`src/rtl/trdb_pkg.sv`:
```
// rtl/trdb_pkg.sv - shared types for the trace activation controller
package trdb_pkg;

    typedef enum logic [1:0] {
        IDLE   = 2'd0,
        ACTIVE = 2'd1,
        FLUSH  = 2'd2,
        FINAL  = 2'd3
    } trdb_ctrl_state_e;

    typedef enum logic [1:0] {
        NONE  = 2'd0,
        SW    = 2'd1,
        TRIG  = 2'd2,
        DEACT = 2'd3
    } trdb_stop_cause_e;

endpackage

```
`src/rtl/trdb_trace_ctrl_if.sv`:
```
// rtl/trdb_trace_ctrl_if.sv - drain/final-packet handshake between controller and packet emitter
interface trdb_trace_ctrl_if;
    logic pkt_busy;
    logic final_pkt_req;
    logic final_pkt_ack;

    modport master (
        input  pkt_busy,
        input  final_pkt_ack,
        output final_pkt_req
    );

    modport slave (
        output pkt_busy,
        output final_pkt_ack,
        input  final_pkt_req
    );
endinterface

```
`src/rtl/trdb_drain_timer.sv`:
```
// rtl/trdb_drain_timer.sv - saturating FLUSH-cycle counter with clear, enable and done flag
module trdb_drain_timer #(
    parameter int unsigned DRAIN_TIMEOUT = 16
) (
    input  logic clk_i,
    input  logic rst_ni,
    input  logic clr_i,
    input  logic en_i,
    output logic done_o
);

    localparam int unsigned CNT_W = $clog2(DRAIN_TIMEOUT + 1);
    localparam logic [CNT_W-1:0] CNT_MAX  = CNT_W'(DRAIN_TIMEOUT);
    localparam logic [CNT_W-1:0] CNT_LAST = CNT_W'(DRAIN_TIMEOUT - 1);

    logic [CNT_W-1:0] cnt_q, cnt_d;

    always_comb begin
        cnt_d = cnt_q;
        if (clr_i) begin
            cnt_d = '0;
        end else if (en_i && cnt_q != CNT_MAX) begin
            cnt_d = cnt_q + 1'b1;
        end
    end

    always_ff @(posedge clk_i or negedge rst_ni) begin
        if (!rst_ni) begin
            cnt_q <= '0;
        end else begin
            cnt_q <= cnt_d;
        end
    end

    // Done in the cycle whose increment brings the count to DRAIN_TIMEOUT.
    assign done_o = en_i && (cnt_q >= CNT_LAST);

endmodule

```
`src/rtl/trdb_trace_ctrl.sv`:
```
// rtl/trdb_trace_ctrl.sv - trace on/off sequencing with drain and final packet handshake
// Optional: TRDB_TRIGGER_START_EN makes a trigger-on pulse required to arm tracing.
module trdb_trace_ctrl
    import trdb_pkg::*;
#(
    parameter int unsigned DRAIN_TIMEOUT = 16
) (
    input  logic                    clk_i,
    input  logic                    rst_ni,
    input  logic                    trace_enable_reg_i,
    input  logic                    trigger_trace_on_i,
    input  logic                    trigger_trace_off_i,
    input  logic                    trace_req_deactivate_i,
    trdb_trace_ctrl_if.master       emit_if,
    output logic                    trace_enable_o,
    output logic                    trace_active_o,
    output logic                    reg_clr_enable_o,
    output logic [1:0]              stop_cause_o,
    output logic                    timeout_o
);

    localparam logic [1:0] ST_IDLE   = IDLE;
    localparam logic [1:0] ST_ACTIVE = ACTIVE;
    localparam logic [1:0] ST_FLUSH  = FLUSH;
    localparam logic [1:0] ST_FINAL  = FINAL;

    logic [1:0]       state_q, state_d;
    trdb_stop_cause_e cause_q, cause_d;
    logic             timeout_q, timeout_d;
    logic             reg_clr_q, reg_clr_d;
    logic             trace_enable_q, trace_active_q, final_req_q;
    logic             start_cond;
    logic             flush_exit;
    logic             drain_done;

`ifdef TRDB_TRIGGER_START_EN
    assign start_cond = trace_enable_reg_i && trigger_trace_on_i;
`else
    logic unused_trigger_on;
    assign unused_trigger_on = trigger_trace_on_i;
    assign start_cond        = trace_enable_reg_i;
`endif

    trdb_drain_timer #(
        .DRAIN_TIMEOUT (DRAIN_TIMEOUT)
    ) u_drain_timer (
        .clk_i  (clk_i),
        .rst_ni (rst_ni),
        .clr_i  ((state_q != ST_FLUSH) || flush_exit),
        .en_i   (state_q == ST_FLUSH),
        .done_o (drain_done)
    );

    always_comb begin
        state_d    = state_q;
        cause_d    = cause_q;
        timeout_d  = timeout_q;
        reg_clr_d  = 1'b0;
        flush_exit = 1'b0;
        case (state_q)
            ST_IDLE: begin
                // The clear pulse cycle still sees the stale enable bit, so it cannot restart.
                if (start_cond && !trigger_trace_off_i && !reg_clr_q) begin
                    state_d   = ST_ACTIVE;
                    timeout_d = 1'b0;
                end
            end
            ST_ACTIVE: begin
                if (!trace_enable_reg_i) begin
                    state_d = ST_FLUSH;
                    cause_d = SW;
                end else if (trigger_trace_off_i) begin
                    state_d = ST_FLUSH;
                    cause_d = TRIG;
                end else if (trace_req_deactivate_i) begin
                    state_d = ST_FLUSH;
                    cause_d = DEACT;
                end
            end
            ST_FLUSH: begin
                if (!emit_if.pkt_busy) begin
                    flush_exit = 1'b1;
                end else if (drain_done) begin
                    flush_exit = 1'b1;
                    timeout_d  = 1'b1;
                end
                if (flush_exit) begin
                    state_d = ST_FINAL;
                end
            end
            ST_FINAL: begin
                if (emit_if.final_pkt_ack) begin
                    state_d   = ST_IDLE;
                    reg_clr_d = (cause_q != SW);
                end
            end
            default: begin
                state_d = ST_IDLE;
            end
        endcase
    end

    always_ff @(posedge clk_i or negedge rst_ni) begin
        if (!rst_ni) begin
            state_q        <= ST_IDLE;
            cause_q        <= NONE;
            timeout_q      <= 1'b0;
            reg_clr_q      <= 1'b0;
            trace_enable_q <= 1'b0;
            trace_active_q <= 1'b0;
            final_req_q    <= 1'b0;
        end else begin
            state_q        <= state_d;
            cause_q        <= cause_d;
            timeout_q      <= timeout_d;
            reg_clr_q      <= reg_clr_d;
            trace_enable_q <= (state_d == ST_ACTIVE);
            trace_active_q <= (state_d != ST_IDLE);
            final_req_q    <= (state_d == ST_FINAL);
        end
    end

    assign trace_enable_o        = trace_enable_q;
    assign trace_active_o        = trace_active_q;
    assign emit_if.final_pkt_req = final_req_q;
    assign reg_clr_enable_o      = reg_clr_q;
    assign stop_cause_o          = cause_q;
    assign timeout_o             = timeout_q;

endmodule

```
`src/flat_wrapper.sv`:
```
// flat-port wrapper written by rule: the top's interface ports become plain ports
module trdb_trace_ctrl_flat import trdb_pkg::*;
#(
    parameter int unsigned DRAIN_TIMEOUT = 16
)
  (clk_i, rst_ni, trace_enable_reg_i, trigger_trace_on_i, trigger_trace_off_i, trace_req_deactivate_i, trace_enable_o, trace_active_o, reg_clr_enable_o, stop_cause_o, timeout_o, emit_if_pkt_busy, emit_if_final_pkt_ack, emit_if_final_pkt_req);
  trdb_trace_ctrl_if emit_if_i ();
  input  logic clk_i;
  input  logic rst_ni;
  input  logic trace_enable_reg_i;
  input  logic trigger_trace_on_i;
  input  logic trigger_trace_off_i;
  input  logic trace_req_deactivate_i;
  output logic trace_enable_o;
  output logic trace_active_o;
  output logic reg_clr_enable_o;
  output logic [1:0] stop_cause_o;
  output logic timeout_o;
  input wire logic [$bits(emit_if_i.pkt_busy)-1:0] emit_if_pkt_busy;
  input wire logic [$bits(emit_if_i.final_pkt_ack)-1:0] emit_if_final_pkt_ack;
  output wire logic [$bits(emit_if_i.final_pkt_req)-1:0] emit_if_final_pkt_req;
  assign emit_if_i.pkt_busy = emit_if_pkt_busy;
  assign emit_if_i.final_pkt_ack = emit_if_final_pkt_ack;
  assign emit_if_final_pkt_req = emit_if_i.final_pkt_req;
  trdb_trace_ctrl #(.DRAIN_TIMEOUT(DRAIN_TIMEOUT)) u_core (.clk_i(clk_i), .rst_ni(rst_ni), .trace_enable_reg_i(trace_enable_reg_i), .trigger_trace_on_i(trigger_trace_on_i), .trigger_trace_off_i(trigger_trace_off_i), .trace_req_deactivate_i(trace_req_deactivate_i), .emit_if(emit_if_i), .trace_enable_o(trace_enable_o), .trace_active_o(trace_active_o), .reg_clr_enable_o(reg_clr_enable_o), .stop_cause_o(stop_cause_o), .timeout_o(timeout_o));
endmodule
```
`config.mk`:
```
export PLATFORM = sky130hd
export DESIGN_NAME = trdb_trace_ctrl_flat
export DESIGN_NICKNAME = d
export VERILOG_FILES = /design/src/rtl/trdb_pkg.sv /design/src/rtl/trdb_trace_ctrl_if.sv /design/src/rtl/trdb_drain_timer.sv /design/src/rtl/trdb_trace_ctrl.sv /design/src/flat_wrapper.sv
export SDC_FILE = /design/constraint.sdc
export NUM_CORES = 1
export LEC_CHECK = 0
export ABC_AREA = 1
export CAP_MARGIN = 20
export CORE_MARGIN = 2
export CORE_UTILIZATION = 47
export CTS_BUF_LIST = sky130_fd_sc_hd__clkbuf_16
export DETAILED_ROUTE_END_ITERATION = 10
export PLACE_DENSITY = 0.75
export SLEW_MARGIN = 20
export SYNTH_ARGS = -nofsm -noshare
export SYNTH_HDL_FRONTEND = slang
export SYNTH_SLANG_ARGS = --single-unit
```
`constraint.sdc`:
```
create_clock -name clk_i -period 1.6 [get_ports clk_i]
set_input_delay 0.4 -clock clk_i [delete_from_list [all_inputs] [get_ports clk_i]]
set_output_delay 0.4 -clock clk_i [all_outputs]
set_load 0.03 [all_outputs]
```
After elaboration in Yosys (flattened, before gate mapping):

Cells that the tools add are included.

* flip-flop bits (word level): 14
* input port bits: 8
* output and inout bits: 7
* logic and storage cells: 57

* add/subtract/negate cells: 1
* order comparisons: 1
* equality and inequality tests: 12
* multiplexer cells: 22
* reduce and logical (&&, ||, !) cells: 13

Operator list (count)
* 2-to-1 mux 2 bit: 9
* 2-to-1 mux 5 bit: 2
* 2-to-1 mux 1 bit: 9
* case mux 2 bit (4 select lines): 1
* equality test 2 bit, second input constant: 3
* != test 2 x 1 -> 1 bit, second input constant: 3
* nonzero test 2 bit: 3
* adder 5 x 1 -> 5 bit, second input constant: 1
* >= comparator 5 x 4 -> 1 bit, second input constant: 1
* != test 5 bit, second input constant: 1
* equality test 2 x 1 -> 1 bit, second input constant: 2
* logical AND 1 bit: 4
* != test 2 bit, second input constant: 2
* AND reduction 4 bit: 1
* != test 3 x 1 -> 1 bit, second input constant: 1
* zero test 1 bit: 2
* zero test 2 bit: 1
* case mux 1 bit (2 select lines): 1
* AND reduction 2 bit: 1
* logical OR 1 bit: 1

Longest topological paths before layout:

* depth after elaboration: 8
* depth in mapped cells: 10
* gate-level depth less buffers: 10

Modules after synthesis:

A second synthesis with hierarchy kept.

* cells, all modules: 99
* area, all modules: 764.5 sq um

Modules (own cells, without submodules)
* trdb_trace_ctrl: times used 1, cells an instance 50, area each 414.1 sq um, sequential area each 225.2 sq um
* trdb_drain_timer: times used 1, cells an instance 49, area each 350.3 sq um, sequential area each 125.1 sq um

Worst setup path after synthesis:

OpenSTA, ideal clock, no wires.

* kind: register to register
* from: register u_core.u_drain_timer.cnt_q[0]
* to: register u_core.u_drain_timer.cnt_q[0]
* arrival time: 1360 ps
* required time: 1526 ps
* slack: 166 ps
* stages on the path, launching flop included: 10
* buffers on the path: 0
* path through: dfrtp_1 ha_1 nand2_1 nor2_1 ha_1 nor2_1 nand2_1 nand2_1 nand3_1 nor2_1

* cells in the longest elaborated chain, start to end: 8
* elaborated cells on any way between the ends: 13

RTL lines
* start: declaration: line trdb_drain_timer.sv:16 `logic [CNT_W-1:0] cnt_q, cnt_d;`
* start signal: assignment: line trdb_drain_timer.sv:31 `cnt_q <= cnt_d;`
* >= comparator 5 x 4 -> 1 bit: line trdb_drain_timer.sv:36 `assign done_o = en_i && (cnt_q >= CNT_LAST);`
* logical AND 1 bit: line trdb_drain_timer.sv:36
* 2-to-1 mux 1 bit: line trdb_trace_ctrl.sv:83 `end else if (drain_done) begin`
* 2-to-1 mux 1 bit: line trdb_trace_ctrl.sv:81 `if (!emit_if.pkt_busy) begin`
* 2-to-1 mux 1 bit (2 in a row): line trdb_trace_ctrl.sv:60 `case (state_q)`
* logical OR 1 bit: line trdb_trace_ctrl.sv:49 `.clr_i ((state_q != ST_FLUSH) || flush_exit),`
* 2-to-1 mux 5 bit / nonzero test 2 bit (equally long branches)

Parallel ways exist; a longest one is shown, timed or not. The select of a mux whose other input is x is not followed.
A chain may end at the register's enable or synchronous reset.

Final worst setup path:

* from: register u_core.u_drain_timer.cnt_q[0]
* to: register u_core.trace_active_q (netlist: u_core.trace_active_o)

* cells in the longest elaborated chain, start to end: 8

RTL lines
* >= comparator 5 x 4 -> 1 bit: line trdb_drain_timer.sv:36
* logical AND 1 bit: line trdb_drain_timer.sv:36
* 2-to-1 mux 1 bit: line trdb_trace_ctrl.sv:83
* 2-to-1 mux 1 bit: line trdb_trace_ctrl.sv:81
* 2-to-1 mux 1 bit: line trdb_trace_ctrl.sv:60
* 2-to-1 mux 2 bit: line trdb_trace_ctrl.sv:87 `if (flush_exit) begin`
* case mux 2 bit (4 select lines): line trdb_trace_ctrl.sv:60
* nonzero test 2 bit: line trdb_trace_ctrl.sv:118 `trace_active_q <= (state_d != ST_IDLE);`
* end signal: assignment: line trdb_trace_ctrl.sv:118
* end: declaration: line trdb_trace_ctrl.sv:31 `logic trace_enable_q, trace_active_q, final_req_q;`

No other way between the ends. The select of a mux whose other input is x is not followed.

==> results.json <==
{
  "cpMostUsedCell": "nand2_1",
  "path_class": "flop to flop",
  "initial_core_util_pct": 51.38,
  "synth_area_per_cell_um2": 8.678,
  "grt_max_degree": 9,
  "post-place-ws_ns": -0.01021,
  "synth_area_um2": 676.9,
  "root_buffer": "clkbuf_16",
  "die_width_um": 41.95,
  "globalplace.congestion": 0.8192,
  "ys_seq_area_share_pct": 51.76,
  "start_kind": "flop",
  "cp.arrival_ns": 1.71,
  "cts_tree": "yes",
  "synthToLayoutAreaGrowth_pct": 44.18,
  "endpoint_kind": "flop",
  "grt_pass1_vias": 528,
  "tightest_slew_ns": 0.3242,
  "max_freq_mhz": 633.7,
  "period_share_pct": 98.63,
  "drtPass1Iterations": 4,
  "overflow": 0,
  "pwr_density_cell_nw_per_um2": 1746,
  "yosys_warnings": 0,
  "holdBufCountCts": 0,
  "htree_levels": 1,
  "drc": 0,
  "setup_ws_ns": 0.02197,
  "cts_sinks": 14,
  "first_iter_violations": 16,
  "grtUsageTotal_pct": 16.50,
  "viasPerCell": 4.754,
  "ys_types": 20,
  "core_area_um2": 1318,
  "postRouteAntennaNets": 0,
  "worst_path_max_delay_cell": "dfrtp_1",
  "hpwl_um": 969,
  "fin_nets": 115,
  "fill_cells": 92,
  "fin_crit_ns": 1.578,
  "vias": 561,
  "antenna_cells": 0,
  "die_h_um": 41.95,
  "outcome": "finished clean",
  "hold_path_class": "input pin to async pin",
  "dieArea_um2": 1760,
  "leakage_uw": 0.0004936,
  "ys_seq_elements": 14,
  "wl_per_cell_um": 11.69,
  "drt-total-wl_um": 1379,
  "clk_path_buf_depth": 2,
  "maxSlewHeadroom_pct": 78.32,
  "vdd_drop_max_v": 0.001119,
  "io_pins": 15,
  "slew_violations": 0,
  "total_power_uw": 1704,
  "hold_viol": 0,
  "crit_fanout": 3,
  "numCtsBuffers": 3,
  "port_buffers": 13,
  "skew_ns": 0.002672,
  "slowest_delay_ns": 0.39,
  "max_cap_violations": 0,
  "syn_inst": 78,
  "ff2ff_path_depth": 10,
  "clk_latency_ns": 0.24,
  "drive_gt1_share_pct": 22.33,
  "grt_pass1_wl_um": 2194,
  "synth_fp_nets": 89,
  "rows": 13,
  "path_clk_slew_ns": 0.05,
  "required_ns": 1.73,
  "grt_antenna_before_repair": 0,
  "worstPathCellList": "ha_2, nand2_1, nor2_1, ha_1, nor2_2, nand2_1, nand2_2, nand3_2, nand2_2, nand2_1",
  "setup_viol": 0
}
-- layout make-up --
type | count | area, µm² | share of cell area, %
Multi-Input combinational cell | 47 | 282.8 | 28.97
Tap cell | 15 | 18.77 | 1.923
Timing Repair Buffer | 21 | 181.4 | 18.59
Sequential cell | 14 | 350.3 | 35.90
Clock buffer | 3 | 75.07 | 7.692
Inverter | 17 | 63.81 | 6.538
Clock inverter | 1 | 3.754 | 0.3846
-- power by group --
group	total, µW	switching [µW]	internal [µW]
sequential	542	81.0	461
clock	467	137	330
combinational	695	443	252
-- layout by cell type (no fill, tap or decap), drive strengths merged --
cell type and n:
nand2 15, nand3 7, clkbuf 3, o21ai 4, a2111oi 1, dlygate4sd2 7
dfrtp 14, xnor2 1, inv 16, a31oi 1, nand4 1, buf 8
nor2 12, nand3b 1, clkinv 2, a21oi 1, clkdlybuf4s50 6, ha 3
-- cell families (layout without fill, tap and decap cells) --
logic type / after synthesis / count (layout) / synth area share [%]
xor+xnor: 1 / 1 / 1.294
simple gates: 36 / 36 / 25.14
fa+ha+maj: 3 / 3 / 5.546
flops: 14 / 14 / 51.76
buf+inv: 17 / 42 / 9.427
compound gates: 7 / 7 / 6.837
-- through the flow --
stage	std cells	setup TNS (ns)	hold slack [ns]	util [%]	cell area [µm²]
3_3_place_gp	111	0	0.4788	65.53	863.3
5_1_grt	118	-0.3064	0.4586	74.07	975.9
6_report	118	0	0.4216	74.07	975.9
3_5_place_dp	111	-0.01021	0.5103	65.53	863.3
4_1_cts	115	0	0.4314	71.23	938.4
2_1_floorplan	78	0	0.1044	-	676.9
-- registers in the layout, summed over array words and instances, names as in the netlist --
register                      cells
u_core.timeout_o                  1
u_core.trace_enable_o             1
u_core.reg_clr_enable_o           1
u_core.stop_cause_o               2
u_core.state_q                    2
u_core.emit_if.final_pkt_req      1
u_core.u_drain_timer.cnt_q        5
u_core.trace_active_o             1
-- worst max-delay path: cells and delay by family, from the launching register on --
kind                       cells  cell delay [ns]
and+or+nand+nor                8             0.71
adders and majority gates      2             0.37
DFF                            1             0.39
-- final timing paths --
check                                              startpoint                            end  slack, ns
worst max-delay path            u_core.u_drain_timer.cnt_q[0]          u_core.trace_active_o       0.02
worst min-delay path                                   rst_ni  u_core.u_drain_timer.cnt_q[1]       0.42
worst max register to register  u_core.u_drain_timer.cnt_q[0]          u_core.trace_active_o       0.02
worst min register to register         u_core.stop_cause_o[0]        u_core.reg_clr_enable_o       0.51
max in group asynchronous                              rst_ni         u_core.stop_cause_o[1]       0.76
min in group clk_i                     u_core.stop_cause_o[0]        u_core.reg_clr_enable_o       0.51
-- per-layer routing --
| layer | GRT usage, % | up-vias | routed length (µm) | part of all wire, % |
|---|---|---|---|---|
| met5 | 0 | - | 0 | 0 |
| met2 | 28.13 | 14 | 661 | 48 |
| li1 | - | 291 | - | - |
| met4 | 3.871 | 0 | 10 | 0.73 |
| met3 | 5.652 | 2 | 73 | 5.3 |
| met1 | 19.89 | 254 | 634 | 46 |
-- synth_stat cells --
| library cell | count | area (µm²) |
|---|---|---|
| o21ai_0 | 3 | 15.01 |
| nand3_2 | 1 | 10.01 |
| inv_2 | 2 | 7.510 |
| a31oi_1 | 1 | 6.260 |
| nor2_1 | 10 | 37.54 |
| nand3b_1 | 1 | 7.510 |
| dfrtp_1 | 14 | 350.3 |
| a21oi_1 | 1 | 5.000 |
| o21ai_1 | 1 | 5.000 |
| xnor2_1 | 1 | 8.760 |
| nor2_2 | 1 | 6.260 |
| nand2_1 | 13 | 48.80 |
| clkinv_1 | 1 | 3.750 |
| ha_1 | 3 | 37.54 |
| inv_1 | 14 | 52.55 |
| a2111oi_2 | 1 | 15.01 |
| nand3_1 | 6 | 30.03 |
| nor2_4 | 1 | 11.26 |
| nand4_1 | 1 | 6.260 |
| nand2_2 | 2 | 12.51 |
-- timing repair --
action                                  CTS  global route
pin swaps                                 0             5
setup buffers                             0             3
gates resized for setup                   8             4
endpoints found under the setup margin   12             9
Note: power is estimated with default switching activity, not from simulation.
